==> config.mk <==
export PLATFORM = sky130hd
export DESIGN_NAME = comparador_serial_ctrl
export DESIGN_NICKNAME = d
export VERILOG_FILES = /design/src/rtl/comparador_serial_ctrl.sv
export SDC_FILE = /design/constraint.sdc
export NUM_CORES = 1
export LEC_CHECK = 0
export CELL_PAD_IN_SITES_DETAIL_PLACEMENT = 1
export CELL_PAD_IN_SITES_GLOBAL_PLACEMENT = 2
export CORE_UTILIZATION = 32
export DETAILED_ROUTE_END_ITERATION = 8
export GPL_TIMING_DRIVEN = 1
export PLACE_DENSITY = 0.91
export SLEW_MARGIN = 25
export SYNTH_ARGS = -nofsm -noshare
export SYNTH_HDL_FRONTEND = slang
export SYNTH_SLANG_ARGS = --single-unit
==> constraint.sdc <==
create_clock -name i_clk -period 3.3 [get_ports i_clk]
set_clock_uncertainty 0.15 [all_clocks]
set_input_delay 0.825 -clock i_clk [delete_from_list [all_inputs] [get_ports i_clk]]
set_output_delay 0.825 -clock i_clk [all_outputs]
set_load 0.1 [all_outputs]
==> src/rtl/comparador_serial_ctrl.sv <==
// Sequential MSB-first magnitude comparator: one bit per clock, result reported on a DONE pulse.
// Optional build macro COMPARADOR_EARLY_EXIT_EN ends the scan right after the first mismatch.
module comparador_serial_ctrl #(
    parameter int unsigned WIDTH = 8
) (
    input  logic             i_clk,
    input  logic             i_reset_l,
    input  logic             i_start,
    input  logic [WIDTH-1:0] i_a,
    input  logic [WIDTH-1:0] i_b,
    output logic             o_busy,
    output logic             o_done,
    output logic             o_z,
    output logic             o_gt,
    output logic             o_eq
);

    localparam int unsigned IdxW = $clog2(WIDTH);

    typedef enum logic [1:0] {StIdle, StScan, StFin} state_e;

    state_e            r_state, w_state;
    logic [WIDTH-1:0]  r_a, w_a;
    logic [WIDTH-1:0]  r_b, w_b;
    logic [IdxW-1:0]   r_idx, w_idx;
    logic              r_gt, w_gt;
    logic              r_decided, w_decided;
    logic              r_busy, w_busy;
    logic              r_done, w_done;
    logic              r_z, w_z;
    logic              r_gt_o, w_gt_o;
    logic              r_eq, w_eq;
    logic              w_mismatch;
    logic              w_first_mismatch;
    logic              w_last;
    logic              w_exit;

    always_ff @(posedge i_clk) begin
        if (!i_reset_l) begin
            r_state   <= StIdle;
            r_a       <= '0;
            r_b       <= '0;
            r_idx     <= '0;
            r_gt      <= 1'b0;
            r_decided <= 1'b0;
            r_busy    <= 1'b0;
            r_done    <= 1'b0;
            r_z       <= 1'b0;
            r_gt_o    <= 1'b0;
            r_eq      <= 1'b0;
        end else begin
            r_state   <= w_state;
            r_a       <= w_a;
            r_b       <= w_b;
            r_idx     <= w_idx;
            r_gt      <= w_gt;
            r_decided <= w_decided;
            r_busy    <= w_busy;
            r_done    <= w_done;
            r_z       <= w_z;
            r_gt_o    <= w_gt_o;
            r_eq      <= w_eq;
        end
    end

    always_comb begin
        w_state          = r_state;
        w_a              = r_a;
        w_b              = r_b;
        w_idx            = r_idx;
        w_gt             = r_gt;
        w_decided        = r_decided;
        w_busy           = r_busy;
        w_done           = 1'b0;
        w_z              = r_z;
        w_gt_o           = r_gt_o;
        w_eq             = r_eq;
        w_mismatch       = r_a[r_idx] ^ r_b[r_idx];
        w_first_mismatch = w_mismatch & ~r_decided;
        w_last           = (r_idx == '0);
        w_exit           = 1'b0;

        unique case (r_state)
            StIdle: begin
                w_busy = 1'b0;
                if (i_start) begin
                    w_a       = i_a;
                    w_b       = i_b;
                    w_idx     = IdxW'(WIDTH - 1);
                    w_decided = 1'b0;
                    w_gt      = 1'b0;
                    w_busy    = 1'b1;
                    w_state   = StScan;
                end
            end
            StScan: begin
                // Only the most significant mismatch decides the ordering.
                if (w_first_mismatch) begin
                    w_gt      = r_a[r_idx];
                    w_decided = 1'b1;
                end
`ifdef COMPARADOR_EARLY_EXIT_EN
                w_exit = w_last | w_first_mismatch;
`else
                w_exit = w_last;
`endif
                if (!w_last) begin
                    w_idx = r_idx - IdxW'(1);
                end
                // Results land on the same edge that enters FIN, so use next-state values.
                if (w_exit) begin
                    w_state = StFin;
                    w_done  = 1'b1;
                    w_gt_o  = w_gt;
                    w_z     = ~w_gt;
                    w_eq    = ~w_decided;
                end
            end
            StFin: begin
                w_busy  = 1'b0;
                w_state = StIdle;
            end
            default: begin
                w_busy  = 1'b0;
                w_state = StIdle;
            end
        endcase
    end

    assign o_busy = r_busy;
    assign o_done = r_done;
    assign o_z    = r_z;
    assign o_gt   = r_gt_o;
    assign o_eq   = r_eq;

endmodule

After elaboration in Yosys (flattened, before gate mapping)
Cells that the tools add are included.
{"block": "word_totals", "input_bits": 19, "wordCells": 51, "output_inout_bits": 5, "reg_bits": 28}
{"block": "classes", "n_lt_le_gt_ge": 1, "n_mux": 20, "eq_ne": 4, "addsub": 1, "reduce_logical": 9, "n_bitwise": 5}
{"cell": "$reduce_and A2 Y1", "count": 5}
{"cell": "$mux W1", "count": 9}
{"cell": "$bmux W1 S3", "count": 2}
{"cell": "$mux W3", "count": 2}
{"cell": "$ne A2 B2 Y1 const B", "count": 3}
{"cell": "$pmux W1 S2", "count": 3}
{"cell": "$pmux W3 S2", "count": 1}
{"cell": "$lt A3 B4 Y1 const B", "count": 1}
{"cell": "$mux W2", "count": 2}
{"cell": "$pmux W2 S2", "count": 1}
{"cell": "$logic_not A3 Y1", "count": 1}
{"cell": "$not A1 Y1", "count": 3}
{"cell": "$reduce_and A3 Y1", "count": 1}
{"cell": "$sub A3 B1 Y3 const B", "count": 1}
{"cell": "$eq A2 B1 Y1 const B", "count": 1}
{"cell": "$logic_not A2 Y1", "count": 1}
{"cell": "$reduce_bool A2 Y1", "count": 1}
{"cell": "$and A1 B1 Y1", "count": 1}
{"cell": "$xor A1 B1 Y1", "count": 1}

Logic depth before layout (Yosys ltp)
Gate-level depths: netlist of run 1.
{"block": "depth", "ltp_word": 7, "depth_mapped": 8, "mapped_depth_nobuf": 7}

Worst setup path before layout of run 1
OpenSTA, ideal clock, no wires.
{"block": "synth_path", "kind": "register -> output", "startpoint": "reg r_busy (netlist: o_busy)", "endpoint": "out o_busy", "path_slack_ns": 1.401, "t_arrival_ns": 0.924, "path_stages_with_launch": 1, "cell_sequence": "dfxtp_1"}
{"item": "start, declared", "line_no": "28", "text": "logic r_busy, w_busy;"}
{"item": "start signal, assigned", "line_no": "58", "text": "r_busy <= w_busy;"}
{"item": "end, declared", "line_no": "11", "text": "output logic o_busy,"}
No word-level cell between the ends.

Final worst setup path of run 1
{"block": "layout_path", "startpoint": "in i_start", "endpoint": "reg r_idx[1]"}
{"block": "layout_between", "elab_chain_cells": 2}
{"item": "start, declared", "line_no": "8", "text": "input logic i_start,"}
{"item": "$ne A2 B2 Y1 (no source line)"}
{"item": "$reduce_and A3 Y1 (no source line)"}
{"item": "end signal, assigned", "line_no": "55", "text": "r_idx <= w_idx;"}
{"item": "end, declared", "line_no": "25", "text": "logic [IdxW-1:0] r_idx, w_idx;"}
No other way between the ends.
A chain may end at the register's enable or synchronous reset.

==> results.py, run 1 <==
metrics = {
    "critical_path": {
        "start_kind": "primary input",
        "path_cells": "clkdlybuf4s50_1 -> and2_1 -> nor2_1 -> a221oi_1",
        "r2r_end": "r_gt$_SDFFE_PN0P_",
        "cp.arrival_ns": 2.28,
        "slowest_stage": "and2_1",
        "timing.rr.start": "r_idx[0]$_SDFFE_PN0P_",
        "worstPathMaxFanout": 18,
        "cp_top_family": "simple AND/OR/NAND/NOR gates",
        "rr_worst_depth": 5,
        "critPathCaptureType": "register",
        "slowest_delay_ns": 0.56,
        "regToRegSetupSlack_ns": 1.13,
        "required_ns": 3.40,
        "cp_num_buf_inv": 1,
        "criticalPathCategory": "primary input to register",
    },
    "cts": {
        "tritoncts": "built",
        "hold_buffers": 0,
        "htreeDepth": 1,
        "path_clk_slew_ns": 0.15,
        "cts_setup_buffers": 0,
        "cts.path.max_buffers": 2,
        "cts_inserted_buffers": 3,
        "cts-root-buf": "clkbuf_4",
        "postCtsResizedCells": 0,
        "clock_latency_ns": 0.33,
        "cts.sinks": 28,
    },
    "routing": {
        "drt_iter0_drc": 21,
        "via_per_inst": 4.90,
        "drtAntennaViolNets": 0,
        "firstDrtPassIters": 3,
        "drcViolationCount": 0,
        "routedWlPerCell_um": 13.3,
        "wl_met3_um": 110,
        "route.met2.wl_um": 1350,
        "vias": 955,
        "routed.top_layer": "met4",
        "wirelength_um": 2590,
        "wl_met1_um": 1100,
    },
    "timing": {
        "finalMaxSlewViolations": 0,
        "min_period_over_period": 0.663,
        "setup_viol": 0,
        "max_freq_mhz": 457,
        "worst_pin_slew_ns": 0.744,
        "tns_ns": 0,
        "max-slew-margin-rel": 0.504,
        "holdWs_ns": 0.317,
        "finalWorstSetupSlack_ns": 1.11,
        "hold_viol_final": 0,
        "grt_setup_unrepaired": "no",
        "min_period_ns": 2.19,
    },
    "floorplan": {
        "dieArea_sq_mm": 0.00392,
        "start_util": 0.344,
        "die_x_um": 62.6,
        "die_h_um": 62.6,
        "boundaryPins": 24,
        "core_sq_mm": 0.00342,
        "rows": 21,
    },
    "global_route": {
        "grt_pass1_wl_um": 4390,
        "gr-usage-all-layers": 0.142,
        "grt_pass1_vias": 972,
        "grt_overflow": 0,
        "antenna_found_initial": 0,
        "grt_max_degree": 25,
    },
    "placement": {
        "hpwl_um": 1880,
        "port_buffers": 23,
        "pre_cts_ws_ns": 0.754,
        "gp_congestion": 0.711,
        "post-place-cells": 191,
    },
    "synthesis": {
        "synth_ff_type": "dfxtp_1",
        "synth-edff-count": 0,
        "ys_seq_area_frac": 0.477,
        "synthCells": 129,
        "async_reset_ff_frac": 0,
        "syn_area_sq_mm": 0.00118,
        "yosys_warnings": 0,
        "syn-num-nets": 150,
        "synth.distinct_cells": 29,
        "synth_seq_cells": 28,
        "avgSynthCellArea_sq_um": 9.12,
    },
    "cells_and_area": {
        "finish.cell_count_without_fillers": 195,
        "final_layout_size_suffix_gt1_frac": 0.101,
        "seqCellArea_sq_um": 561,
        "diodes": 0,
        "multi_input_area_sq_um": 548,
        "nets": 171,
        "synthToLayoutAreaGrowth_pct": 22.7,
        "fillers": 424,
    },
    "pwr": {
        "p_leak_nw": 0.566,
        "powerDensity_mw_per_mm2": 509,
        "vdd_drop_max_uv": 258,
        "total_power_mw": 0.735,
    },
    "run_status": {
        "status": "complete, no violations",
    },
    "hold_path": {
        "hold_depth": 2,
        "min_path_type": "register to register",
        "hp-start": "r_b[1]$_SDFFE_PN0P_",
        "hold_end": "r_b[1]$_SDFFE_PN0P_",
    },
    "job": {
        "maxCapViolations": 0,
    },
}
-- routing by layer --
| layer | up-vias | global-route usage |
|---|---|---|
| met5 | - | 0 |
| met4 | 0 | 0.0349 |
| met3 | 4 | 0.0420 |
| met2 | 22 | 0.257 |
| met1 | 456 | 0.161 |
| li1 | 473 | - |
-- cell usage in the layout, fill, tap and decap left out, types with 3 or more instances in the layout --
cell,instances
nand2_1,37
inv_1,6
clkbuf_4,3
nor2_1,4
dfxtp_1,28
clkdlybuf4s50_1,18
a21oi_1,19
buf_4,5
-- layout make-up --
class / count / share of cell area
Tap cell: 46 / 0.0399
Inverter: 6 / 0.0156
Multi-Input combinational cell: 88 / 0.380
Clock buffer: 4 / 0.0252
Timing Repair Buffer: 23 / 0.151
Sequential cell: 28 / 0.389
-- cells by family (layout without fill, tap and decap cells) --
family / after synthesis / in the layout / share of synthesized area
buffers and inverters: 13 / 33 / 0.0574
adders and majority gates: 2 / 2 / 0.0213
xor gates and xnor gates: 2 / 2 / 0.0149
DFF: 28 / 28 / 0.477
muxes: 6 / 6 / 0.106
AOI/OAI and AO/OA: 29 / 29 / 0.150
and+or+nand+nor: 49 / 49 / 0.173
-- through the flow --
stage | cell area, sq um | util
floorplan | 1180 | -
global placement | 1410 | 0.412
detailed placement | 1410 | 0.412
CTS | 1440 | 0.422
global route | 1440 | 0.422
finish | 1440 | 0.422
-- flip-flops by register name, indices dropped and copies added (netlist names) --
register / flops
r_state: 2
r_decided: 1
o_busy: 1
o_z: 1
o_eq: 1
r_idx: 3
r_a: 8
r_gt: 1
r_b: 8
o_gt: 1
o_done: 1
-- worst max path at each step --
stage | slack (ns) | depth (start not counted) | end | start
5_1_grt | 0.91 | 4 | r_idx[1]$_SDFFE_PN0P_ | i_start
6_report | 1.11 | 4 | r_idx[1]$_SDFFE_PN0P_ | i_start
2_1_floorplan | 1.40 | 0 | o_busy | o_busy$_SDFFE_PN0P_
4_1_cts | 1.11 | 5 | r_gt$_SDFFE_PN0P_ | r_idx[0]$_SDFFE_PN0P_
3_3_place_gp | 0.84 | 4 | r_idx[1]$_SDFFE_PN0P_ | i_start
3_5_place_dp | 0.75 | 4 | r_idx[1]$_SDFFE_PN0P_ | i_start
-- where the power goes --
part	switching, mW	leakage [nW]	total, mW	internal, mW
combinational	0.104	0.315	0.177	0.0732
clock	0.100	0.0210	0.168	0.0676
sequential	0.0233	0.230	0.390	0.366
-- worst register-to-register path, delay by kind of cell, from the launching register on --
kind | cells | cell delay [ns]
AO/OA/AOI/OAI | 2 | 0.39
multiplexers | 2 | 0.85
AND/OR/NAND/NOR | 1 | 0.11
flip-flops | 1 | 0.55
-- cells in the mapped netlist (all sizes together) (2+ instances only) --
master / instances / area share
a211oi: 2 / 0.013
a21oi: 19 / 0.081
a22oi: 2 / 0.017
and2: 2 / 0.011
buf: 2 / 0.014
clkbuf: 5 / 0.024
dfxtp: 28 / 0.48
ha: 2 / 0.021
inv: 6 / 0.019
mux2i: 2 / 0.023
mux4: 4 / 0.083
nand2: 37 / 0.12
nor2: 4 / 0.013
nor2b: 2 / 0.011
xor2: 2 / 0.015
Power figures use the tool's default switching activity.
==> run 2: changes to the inputs <==
--- a/config.mk
+++ b/config.mk
@@ -7,10 +7,10 @@
 export LEC_CHECK = 0
 export CELL_PAD_IN_SITES_DETAIL_PLACEMENT = 1
 export CELL_PAD_IN_SITES_GLOBAL_PLACEMENT = 2
-export CORE_UTILIZATION = 32
+export CORE_UTILIZATION = 30
 export DETAILED_ROUTE_END_ITERATION = 8
 export GPL_TIMING_DRIVEN = 1
-export PLACE_DENSITY = 0.91
+export PLACE_DENSITY = 0.86
 export SLEW_MARGIN = 25
 export SYNTH_ARGS = -nofsm -noshare
 export SYNTH_HDL_FRONTEND = slang
==> constraint.sdc (replaced) <==
create_clock -name i_clk -period 2.1 [get_ports i_clk]
set_clock_uncertainty 0.15 [all_clocks]
set_input_delay 0.525 -clock i_clk [delete_from_list [all_inputs] [get_ports i_clk]]
set_output_delay 0.525 -clock i_clk [all_outputs]
set_load 0.1 [all_outputs]
==> run 2 against run 1 <==
Net effect:
- sequential power increased by 58%
- sequential share of layout area decreased by 3.1 points
- largest power group unchanged
- design area grew 9.0%
- core utilization grew 0.089 points
- highest routed layer is now met3
- via count up 1.3%
- hold slack got worse by 0.012 ns
- critical endpoint is now r_gt$_SDFFE_PN0P_
- combinational power increased by 72%
- die area grew 6.5%
==> results.py, run 2 (synthesis gave the netlist of run 1 again) <==
metrics = {
    "run_status": {
        "status": "complete, no violations",
    },
    "floorplan": {
        "die_h_um": 64.6,
        "rows": 22,
        "die_x_um": 64.6,
        "boundaryPins": 24,
        "core_sq_mm": 0.00372,
        "start_util": 0.316,
        "dieArea_sq_mm": 0.00418,
    },
    "pwr": {
        "pwr-share-comb": 0.244,
        "clock_power_share": 0.262,
        "intPower_mw": 0.887,
        "powerDensity_mw_per_mm2": 793,
        "swShare": 0.288,
        "p_switching_mw": 0.360,
        "total_power_mw": 1.25,
        "p_leak_nw": 0.617,
        "vdd_drop_max_uv": 282,
        "seqPwrFrac": 0.493,
    },
    "hold_path": {
        "min_path_type": "register to register",
    },
    "critical_path": {
        "start_kind": "register",
        "critPathCaptureType": "register",
        "cp.arrival_ns": 1.90,
        "path_cells": "mux4_2 -> mux2i_2 -> nand2b_1 -> a22oi_2 -> a211oi_1",
        "slowest_stage": "mux4_2",
        "worstPathMaxFanout": 7,
        "slowest_delay_ns": 0.52,
        "criticalPathCategory": "register to register",
        "required_ns": 2.10,
    },
    "routing": {
        "routedWlPerCell_um": 12.3,
        "vias": 967,
        "wirelength_um": 2490,
        "firstDrtPassIters": 3,
        "via_per_inst": 4.76,
        "drt_iter0_drc": 37,
        "drtAntennaViolNets": 0,
        "drcViolationCount": 0,
    },
    "cells_and_area": {
        "reg.largest.list": "r_a x8, r_b x8, r_idx x3",
        "final_layout_size_suffix_gt1_frac": 0.142,
        "layout_common_cells": "nand2_1 (37), dfxtp_1 (27), a21oi_1 (19)",
        "synthToLayoutAreaGrowth_pct": 33.7,
        "layout_commonest_cell": "nand2_1",
        "final_util": 0.423,
        "nets": 177,
        "fillers": 440,
        "diodes": 0,
    },
    "timing": {
        "grt_setup_unrepaired": "no",
        "hold_viol_final": 0,
        "min_period_over_period": 0.907,
        "tns_ns": 0,
        "max_freq_mhz": 525,
        "worst_pin_slew_ns": 0.333,
        "max-slew-margin-rel": 0.777,
        "finalMaxSlewViolations": 0,
        "min_period_ns": 1.90,
        "holdWs_ns": 0.305,
        "setup_viol": 0,
    },
    "cts": {
        "cts-root-buf": "clkbuf_8",
        "htreeDepth": 1,
        "cts.path.max_buffers": 2,
        "cts_setup_buffers": 0,
        "path_clk_slew_ns": 0.09,
        "clock_latency_ns": 0.27,
        "tritoncts": "built",
        "cts.sinks": 28,
        "cts_inserted_buffers": 3,
    },
    "global_route": {
        "antenna_found_initial": 0,
        "grt_max_degree": 16,
        "grt_pass1_vias": 1018,
        "grt_pass1_wl_um": 4440,
        "grt_overflow": 0,
        "gr-usage-all-layers": 0.134,
    },
    "job": {
        "maxCapViolations": 0,
    },
    "placement": {
        "gp_congestion": 0.752,
        "hpwl_um": 2020,
        "port_buffers": 23,
    },
}
==> run 2: worst paths after layout <==
kind / from / to / slack, ns / cells past startpoint
worst max register to register: r_idx[0]$_SDFFE_PN0P_ / r_gt$_SDFFE_PN0P_ / 0.20 / 5
worst min-delay path: r_b[7]$_SDFFE_PN0P_ / r_b[7]$_SDFFE_PN0P_ / 0.30 / 2
worst min register to register: r_b[7]$_SDFFE_PN0P_ / r_b[7]$_SDFFE_PN0P_ / 0.30 / 2
worst max-delay path: r_idx[0]$_SDFFE_PN0P_ / r_gt$_SDFFE_PN0P_ / 0.20 / 5
==> run 2: routing by layer <==
| metal | global-route usage | up-vias | routed length, um |
|---|---|---|---|
| met5 | 0 | - | 0 |
| met4 | 0.0278 | 0 | 0 |
| met3 | 0.0335 | 0 | 108 |
| met2 | 0.242 | 19 | 1230 |
| met1 | 0.160 | 463 | 1160 |
| li1 | - | 485 | - |
==> run 2: metrics by stage <==
stage	area [sq um]	std cells	setup slack [ns]
floorplan	1180	129	0.309
global placement	1520	199	0.154
detailed placement	1520	199	0.0702
CTS	1570	203	0.0565
global route	1570	203	0.0832
finish	1570	203	0.195
==> run 2: power groups by stage <==
stage,clock network (mW),logic (mW),registers (mW)
2_1_floorplan,0,0.163,0.660
3_3_place_gp,0,0.298,0.627
3_5_place_dp,0,0.308,0.629
4_1_cts,0.342,0.308,0.616
5_1_grt,0.366,0.333,0.623
6_report,0.327,0.305,0.615
==> run 2: final cells by class <==
class                   instances  area (sq um)  area share
clock buffers                   4          55.1      0.0350
repair buffers                 29           325       0.207
well taps                      48          60.1      0.0382
flip-flops and latches         28           562       0.357
multi-input cells              88           548       0.348
inverters                       6          22.5      0.0143
==> run 2: timing repair <==
item / 4_1_cts / 5_1_grt
hold buffers: 0 / 0
endpoints found under the setup margin: 0 / 5
gates resized for setup: 0 / 1
==> run 2: critical path, delay by kind of cell, from the launching register on <==
kind,cells,cell delay (ns)
AOI/OAI and AO/OA,2,0.34
muxes,2,0.76
and+or+nand+nor,1,0.11
DFF,1,0.43
